[src/rtl/sudoku_defs_pkg.sv]
// Shared defaults and FSM encoding for the sudoku cell entry path.
package sudoku_defs_pkg;

    localparam int GRID_N_DEF = 9;
    localparam int AW_DEF     = 7;
    localparam int DW_DEF     = 4;

    typedef enum logic [1:0] {
        S_FETCH = 2'd0,
        S_WAIT  = 2'd1,
        S_IDLE  = 2'd2,
        S_WRITE = 2'd3
    } state_t;

endpackage

[src/rtl/sudoku_cursor.sv]
// Board cursor: wrap-around row/column moves with U > D > L > R priority
// and the registered RAM address of the cursor cell.
module sudoku_cursor
    import sudoku_defs_pkg::*;
#(
    parameter int GRID_N = GRID_N_DEF,
    parameter int AW     = AW_DEF
) (
    input  logic          Clk,
    input  logic          Reset,
    input  logic          en,
    input  logic          U,
    input  logic          D,
    input  logic          L,
    input  logic          R,
    output logic          moved,
    output logic [3:0]    cur_row,
    output logic [3:0]    cur_col,
    output logic [AW-1:0] mem_addr
);

    localparam logic [3:0] LAST = 4'(GRID_N - 1);

    logic [3:0] row_nxt;
    logic [3:0] col_nxt;

    assign moved = en & (U | D | L | R);

    always_comb begin
        row_nxt = cur_row;
        col_nxt = cur_col;
        if (U)
            row_nxt = (cur_row == 4'd0) ? LAST : cur_row - 4'd1;
        else if (D)
            row_nxt = (cur_row == LAST) ? 4'd0 : cur_row + 4'd1;
        else if (L)
            col_nxt = (cur_col == 4'd0) ? LAST : cur_col - 4'd1;
        else if (R)
            col_nxt = (cur_col == LAST) ? 4'd0 : cur_col + 4'd1;
    end

    always_ff @(posedge Clk or posedge Reset) begin
        if (Reset) begin
            cur_row  <= 4'd0;
            cur_col  <= 4'd0;
            mem_addr <= '0;
        end else if (moved) begin
            cur_row  <= row_nxt;
            cur_col  <= col_nxt;
            mem_addr <= AW'(row_nxt) * AW'(GRID_N) + AW'(col_nxt);
        end
    end

endmodule

[src/rtl/sudoku_cell_entry_ctrl.sv]
// Cursor-driven cell editor: fetches the cursor cell from board RAM and
// commits the switch digit on C unless the cell is fixed, the digit is
// out of range, or a solution check holds the board.
module sudoku_cell_entry_ctrl
    import sudoku_defs_pkg::*;
#(
    parameter int GRID_N = GRID_N_DEF,
    parameter int AW     = AW_DEF,
    parameter int DW     = DW_DEF
) (
    input  logic          Clk,
    input  logic          Reset,
    input  logic          U,
    input  logic          D,
    input  logic          L,
    input  logic          R,
    input  logic          C,
    input  logic [DW-1:0] userIn,
    input  logic          CheckSolu,
    output logic [AW-1:0] mem_addr,
    output logic          mem_rd_en,
    input  logic [DW-1:0] mem_rd_data,
    input  logic          mem_fixed,
    output logic          mem_wr_en,
    output logic [DW-1:0] mem_wr_data,
    output logic [3:0]    cur_row,
    output logic [3:0]    cur_col,
    output logic [DW-1:0] cur_val,
    output logic          cur_fixed,
    output logic          busy,
    output logic          wr_done,
    output logic          reject
);

    state_t state;
    logic   moved;
    logic   legal;

    assign legal = !CheckSolu && !cur_fixed && (userIn <= DW'(GRID_N));

    sudoku_cursor #(
        .GRID_N (GRID_N),
        .AW     (AW)
    ) u_cursor (
        .Clk      (Clk),
        .Reset    (Reset),
        .en       (state == S_IDLE && !C),
        .U        (U),
        .D        (D),
        .L        (L),
        .R        (R),
        .moved    (moved),
        .cur_row  (cur_row),
        .cur_col  (cur_col),
        .mem_addr (mem_addr)
    );

    always_ff @(posedge Clk or posedge Reset) begin
        if (Reset) begin
            state       <= S_FETCH;
            mem_rd_en   <= 1'b0;
            mem_wr_en   <= 1'b0;
            mem_wr_data <= '0;
            cur_val     <= '0;
            cur_fixed   <= 1'b0;
            busy        <= 1'b0;
            wr_done     <= 1'b0;
            reject      <= 1'b0;
        end else begin
            wr_done <= 1'b0;
            reject  <= 1'b0;
            unique case (state)
                S_FETCH: begin
                    mem_rd_en <= 1'b1;
                    busy      <= 1'b1;
                    state     <= S_WAIT;
                end
                // First WAIT edge is the RAM's read edge; data lands on the next.
                S_WAIT: begin
                    if (mem_rd_en) begin
                        mem_rd_en <= 1'b0;
                    end else begin
                        cur_val   <= mem_rd_data;
                        cur_fixed <= mem_fixed;
                        busy      <= 1'b0;
                        state     <= S_IDLE;
                    end
                end
                S_IDLE: begin
                    if (C) begin
                        if (legal) begin
                            mem_wr_en   <= 1'b1;
                            mem_wr_data <= userIn;
                            busy        <= 1'b1;
                            state       <= S_WRITE;
                        end else begin
                            reject <= 1'b1;
                        end
                    end else if (moved) begin
                        busy  <= 1'b1;
                        state <= S_FETCH;
                    end
                end
                S_WRITE: begin
                    mem_wr_en <= 1'b0;
                    cur_val   <= mem_wr_data;
                    wr_done   <= 1'b1;
                    state     <= S_FETCH;
                end
            endcase
        end
    end

endmodule

[config.mk]
export PLATFORM = sky130hd
export DESIGN_NAME = sudoku_cell_entry_ctrl
export DESIGN_NICKNAME = d
export VERILOG_FILES = /design/src/rtl/sudoku_defs_pkg.sv /design/src/rtl/sudoku_cursor.sv /design/src/rtl/sudoku_cell_entry_ctrl.sv
export SDC_FILE = /design/constraint.sdc
export NUM_CORES = 1
export LEC_CHECK = 0
export ABC_AREA = 1
export BUFFER_PORTS_ARGS = -buffer_cell sky130_fd_sc_hd__buf_2
export CAP_MARGIN = 10
export CORE_MARGIN = 8
export CORE_UTILIZATION = 30
export DETAILED_ROUTE_END_ITERATION = 6
export PLACE_DENSITY = 0.57
export SYNTH_ARGS = -nofsm -noshare
export SYNTH_HDL_FRONTEND = slang
export SYNTH_HIERARCHICAL = 1
export SYNTH_SLANG_ARGS = --single-unit
[constraint.sdc]
create_clock -name Clk -period 3.7 [get_ports Clk]
set_input_delay 0.555 -clock Clk [delete_from_list [all_inputs] [get_ports Clk]]
set_output_delay 0.555 -clock Clk [all_outputs]
set_load 0.01 [all_outputs]
# Word-level counts from Yosys, hierarchy flattened
# Index checks and enable logic that the tools add are counted.
[totals] input_bits=17 out_inout_bits=29 n_memories=0 mem_bits_ro=0 mem_bits_rw=0 reg_bits=31 elab_cells=82 latch_bits=0
[op_classes] mux=29 order_cmp=1 addsub=5 n_mul=1 bitwise_logic=5 reduce_logical=19 eq_ne=10 div=0 shifts=0
[ops] cell="$mux W4" count=11
[ops] cell="$mux W1" count=9
[ops] cell="$reduce_and A3 Y1" count=3
[ops] cell="$add A4 B1 Y4 const B" count=2
[ops] cell="$eq A4 B4 Y1 const B" count=2
[ops] cell="$logic_not A4 Y1" count=2
[ops] cell="$mux W2" count=4
[ops] cell="$pmux W2 S4" count=1
[ops] cell="$pmux W4 S2" count=1
[ops] cell="$sub A4 B1 Y4 const B" count=2
[ops] cell="$add A7 B4 Y7" count=1
[ops] cell="$mul A4 B4 Y7 const B" count=1
[ops] cell="$ne A2 B2 Y1 const B" count=3
[ops] cell="$ne A3 B3 Y1 const B" count=2
[ops] cell="$reduce_bool A2 Y1" count=3
[ops] cell="$eq A2 B2 Y1 const B" count=2
[ops] cell="$le A4 B4 Y1 const B" count=1
[ops] cell="$pmux W1 S2" count=2
[ops] cell="$reduce_and A2 Y1" count=2
[ops] cell="$reduce_and A4 Y1" count=1
[ops] cell="$logic_and A1 B1 Y1" count=3
[ops] cell="$logic_not A1 Y1" count=3
[ops] cell="$or A1 B1 Y1" count=3
[ops] cell="$pmux W1 S3" count=1
[ops] cell="5 further kinds" count=5

# Logic depth before layout (Yosys ltp)
[depth] word_depth=7 depth_mapped=19 mapped_depth_nobuf=19

# Modules after synthesis
# The synthesis kept the hierarchy.
[by_module_without_submodules] module="sudoku_cursor" cells_each=167 area_each_um2=1266.2 n_inst=1 seq_area_each_um2=375.4
[by_module_without_submodules] module="sudoku_cell_entry_ctrl" cells_each=98 area_each_um2=770.7 n_inst=1 seq_area_each_um2=400.4

# Worst setup path after synthesis
# No wires, ideal clock.
[synth_timing] path_type="register -> register" from="reg u_cursor.cur_row[0]" to="reg u_cursor.mem_addr[6]" setup_ns=0.117 t_required_ns=3.583 stages_incl_launch_ff=16 arrival_time_ns=2.694 path_slack_ns=0.888 n_path_buf=0 period_less_slack_ns=2.812 cell_sequence="dfrtp_1 inv_1 ha_1 a21oi_1 nor2_1 a22oi_1 ha_1 ha_1 ha_1 a21oi_1 nand2b_1 nand3_1 inv_1 nand2_1 nand3_1 nand2_1"
[synth_between] elab_chain_len=6 elab_cells_between_ends=10 classes_between="3 x add/sub; 1 x mul; 1 x eq/ne; 4 x mux; 1 x reduce/logical"
[synth_lines] item="start: declaration" line_no="sudoku_cursor.sv:17" source="output logic [3:0] cur_row,"
[synth_lines] item="start signal: assignment" line_no="sudoku_cursor.sv:48" source="cur_row <= row_nxt;"
[synth_lines] item="$add A4 B1 Y4 / $eq A4 B4 Y1 (equally long branches)" line_no="sudoku_cursor.sv:35" source="row_nxt = (cur_row == LAST) ? 4'd0 : cur_row + 4'd1;"
[synth_lines] item="$mux W4" line_no="sudoku_cursor.sv:35"
[synth_lines] item="$mux W4" line_no="sudoku_cursor.sv:34" source="else if (D)"
[synth_lines] item="$mux W4 *" line_no="sudoku_cursor.sv:32" source="if (U)"
[synth_lines] item="net u_cursor.row_nxt[0]" line_no="sudoku_cursor.sv:24" source="logic [3:0] row_nxt;"
[synth_lines] item="$mul A4 B4 Y7 *" line_no="sudoku_cursor.sv:50" source="mem_addr <= AW'(row_nxt) * AW'(GRID_N) + AW'(col_nxt);"
[synth_lines] item="$add A7 B4 Y7 *" line_no="sudoku_cursor.sv:50"
[synth_lines] item="end signal: assignment" line_no="sudoku_cursor.sv:50"
[synth_lines] item="end: declaration" line_no="sudoku_cursor.sv:19" source="output logic [AW-1:0] mem_addr"
# Mark *: on every way through the listed nets, which the timed path passes. The rest lies on a longest branch.
# A chain may end at the register's enable or synchronous reset.

# Final worst setup path
# Same ends and word-level chain as after synthesis.

==> results.cfg <==
[cells_and_area]
layout_commonest_cell = nand2_1
final_util = 0.365
layout-drive-gt1-share = 0.213
layout_common_cells = nand2_1 (84), buf_2 (45), inv_1 (32), dfrtp_1 (31), nand3_1 (25)
final_nets = 347
finalNonFillerCells = 395
fin_area_um2 = 2440
area_delta_synth_final_pct = 19.7
diodes = 0

[clock_tree]
cts_tree = built
ctsHoldBuffers = 0
ctsResizeCount = 0
cts_buffer_depth = 2
cts-root-buf = clkbuf_8
post_cts_buffers = 0
insertion_delay_ns = 0.28
cts-buffers-inserted = 5
cts.clk_slew.worst_paths_ns = 0.07
h-tree-depth = 2
cts.sinks = 31

[timing]
hold_viol_final = 0
fin_ws_ns = 0.703
tightest_slew_ns = 0.619
hold_ws_ns = 0.351
setup_viol = 0
rsz0062_at_grt = no
drv_slew = 0
fin_crit_ns = 3.00
fmax_mhz = 334
finalSetupTns_ns = 0
relSlewSlack = 0.587
clock_skew_ns = 0.00851
final.period_utilization = 0.810

[grt]
gr-usage-all-layers = 0.100
grt_max_degree = 18
grt_pass1_wl_um = 8020
grt_pass1_vias = 1766
grt_overflow = 0
antenna_found_initial = 0

[power]
p_leak_nw = 1.33
ir_worst_vdd_mv = 0.434
total_power_mw = 2.19
p_per_area_nw_per_um2 = 898

[run_status]
outcome = complete, no violations

[yosys]
synth_fp_nets = 298
synth.avg_cell_area_um2 = 7.69
ys_seq_area_frac = 0.381
yosys_warnings = 6
syn_area_um2 = 2040
synth_seq_cells = 31
ys_types = 29
synthCells = 265

[detailed_routing]
first_pass_iters = 4
wl_um = 4830
drtIter0Drc = 66
route.vias.total = 1835
antenna_left = 0
wl_per_cell_um = 12.2
vias_per_cell = 4.65
drcViolationCount = 0

[worst_setup_path]
required_ns = 3.87
cp-end-kind = register
critPathMaxFanout = 6
worstPathArrival_ns = 3.17
critPathKind = register to register
worstSetupStartpointType = register

[place]
dp.cells = 387
io_buffers = 45
gp_congestion = 0.907
pre_cts_ws_ns = 0.639
post_dp_cell_area_um2 = 2330
post-dp-hpwl_um = 3840

[floorplan]
die_h_um = 98.4
row_count = 30
core_area_um2 = 6680
die_area_um2 = 9680
top_level_ports = 46
die_w_um = 98.4
initial_core_util = 0.305

[run]
drv_cap = 0

[min_path]
hold_class = primary input to asynchronous set/reset pin
==> final timing paths <==
check	startpoint	endpoint	slack [ns]	cells past startpoint
max	u_cursor/cur_row[0]$_DFFE_PP0P_	u_cursor/mem_addr[6]$_DFFE_PP0P_	0.70	15
min	Reset	state[1]$_DFFE_PP0P_	0.35	2
max reg2reg	u_cursor/cur_row[0]$_DFFE_PP0P_	u_cursor/mem_addr[6]$_DFFE_PP0P_	0.70	15
min reg2reg	u_cursor/mem_addr[2]$_DFFE_PP0P_	u_cursor/mem_addr[2]$_DFFE_PP0P_	0.47	2
max in group asynchronous	Reset	u_cursor/mem_addr[2]$_DFFE_PP0P_	2.93	2
min in group Clk	u_cursor/mem_addr[2]$_DFFE_PP0P_	u_cursor/mem_addr[2]$_DFFE_PP0P_	0.47	2
==> critical path: stages (launching register included) <==
cell	delay, ns
dfrtp_1	0.43
inv_1	0.11
ha_1	0.26
a21oi_1	0.24
nor2_1	0.06
a22oi_1	0.27
ha_1	0.29
ha_1	0.27
ha_1	0.36
a21oi_1	0.19
nand2b_1	0.12
nand3_1	0.07
inv_1	0.06
nand2_1	0.05
nand3_1	0.06
nand2_1	0.05
==> synthesized netlist by cell type <==
library cell,count,area (um^2)
a21oi_1,10,50.1
a21oi_2,1,8.76
a22oi_1,1,7.51
a31oi_4,1,21.3
buf_2,1,5.00
buf_6,2,22.5
dfrtp_1,31,776
fa_1,1,20.0
ha_1,15,188
inv_1,32,120
inv_2,1,3.75
inv_4,1,6.26
nand2_1,84,315
nand2_2,3,18.8
nand2b_1,1,6.26
nand3_1,25,125
nand3_4,1,17.5
nand4_1,3,18.8
nor2_1,11,41.3
nor2_2,1,6.26
nor2_4,2,22.5
o211ai_1,4,30.0
o21a_1,2,15.0
o21ai_0,14,70.1
o21ai_1,7,35.0
o21ai_2,3,26.3
o21bai_1,1,7.51
xnor2_1,3,26.3
xor2_1,3,26.3
==> flip-flops by register name, indices dropped and copies added (netlist names) <==
signal	cells
cur_fixed	1
u_cursor/cur_col	4
u_cursor/cur_row	4
u_cursor/mem_addr	7
cur_val	4
wr_done	1
mem_wr_en	1
mem_wr_data	4
mem_rd_en	1
busy	1
reject	1
state	2
==> power breakdown <==
| part | switching, mW | internal (mW) | total, mW |
|---|---|---|---|
| sequential | 0.141 | 0.500 | 0.641 |
| clock | 0.131 | 0.169 | 0.300 |
| combinational | 0.746 | 0.504 | 1.25 |
==> per-layer routing <==
layer | share of wire | GRT usage
met4 | 0.0048 | 0.0283
met1 | 0.44 | 0.117
met2 | 0.47 | 0.168
met3 | 0.079 | 0.0377
met5 | 0 | 0
==> final cells by class <==
class                           instances  area, um^2
Tap cell                               80         100
Clock inverter                          1        7.51
Sequential cell                        31         776
Clock buffer                            7        96.3
Fill cell                             694        4240
Timing Repair Buffer                   45         225
Multi-Input combinational cell        197        1100
Inverter                               34         130
==> logic make-up after synthesis <==
logic type	count (synthesis)	share of synthesized area
xor+xnor	6	0.0258
compound gates	44	0.133
buf+inv	37	0.0774
simple gates	131	0.281
fa+ha+maj	16	0.102
flops	31	0.381
No activity file was read; power rests on OpenSTA's default activity.
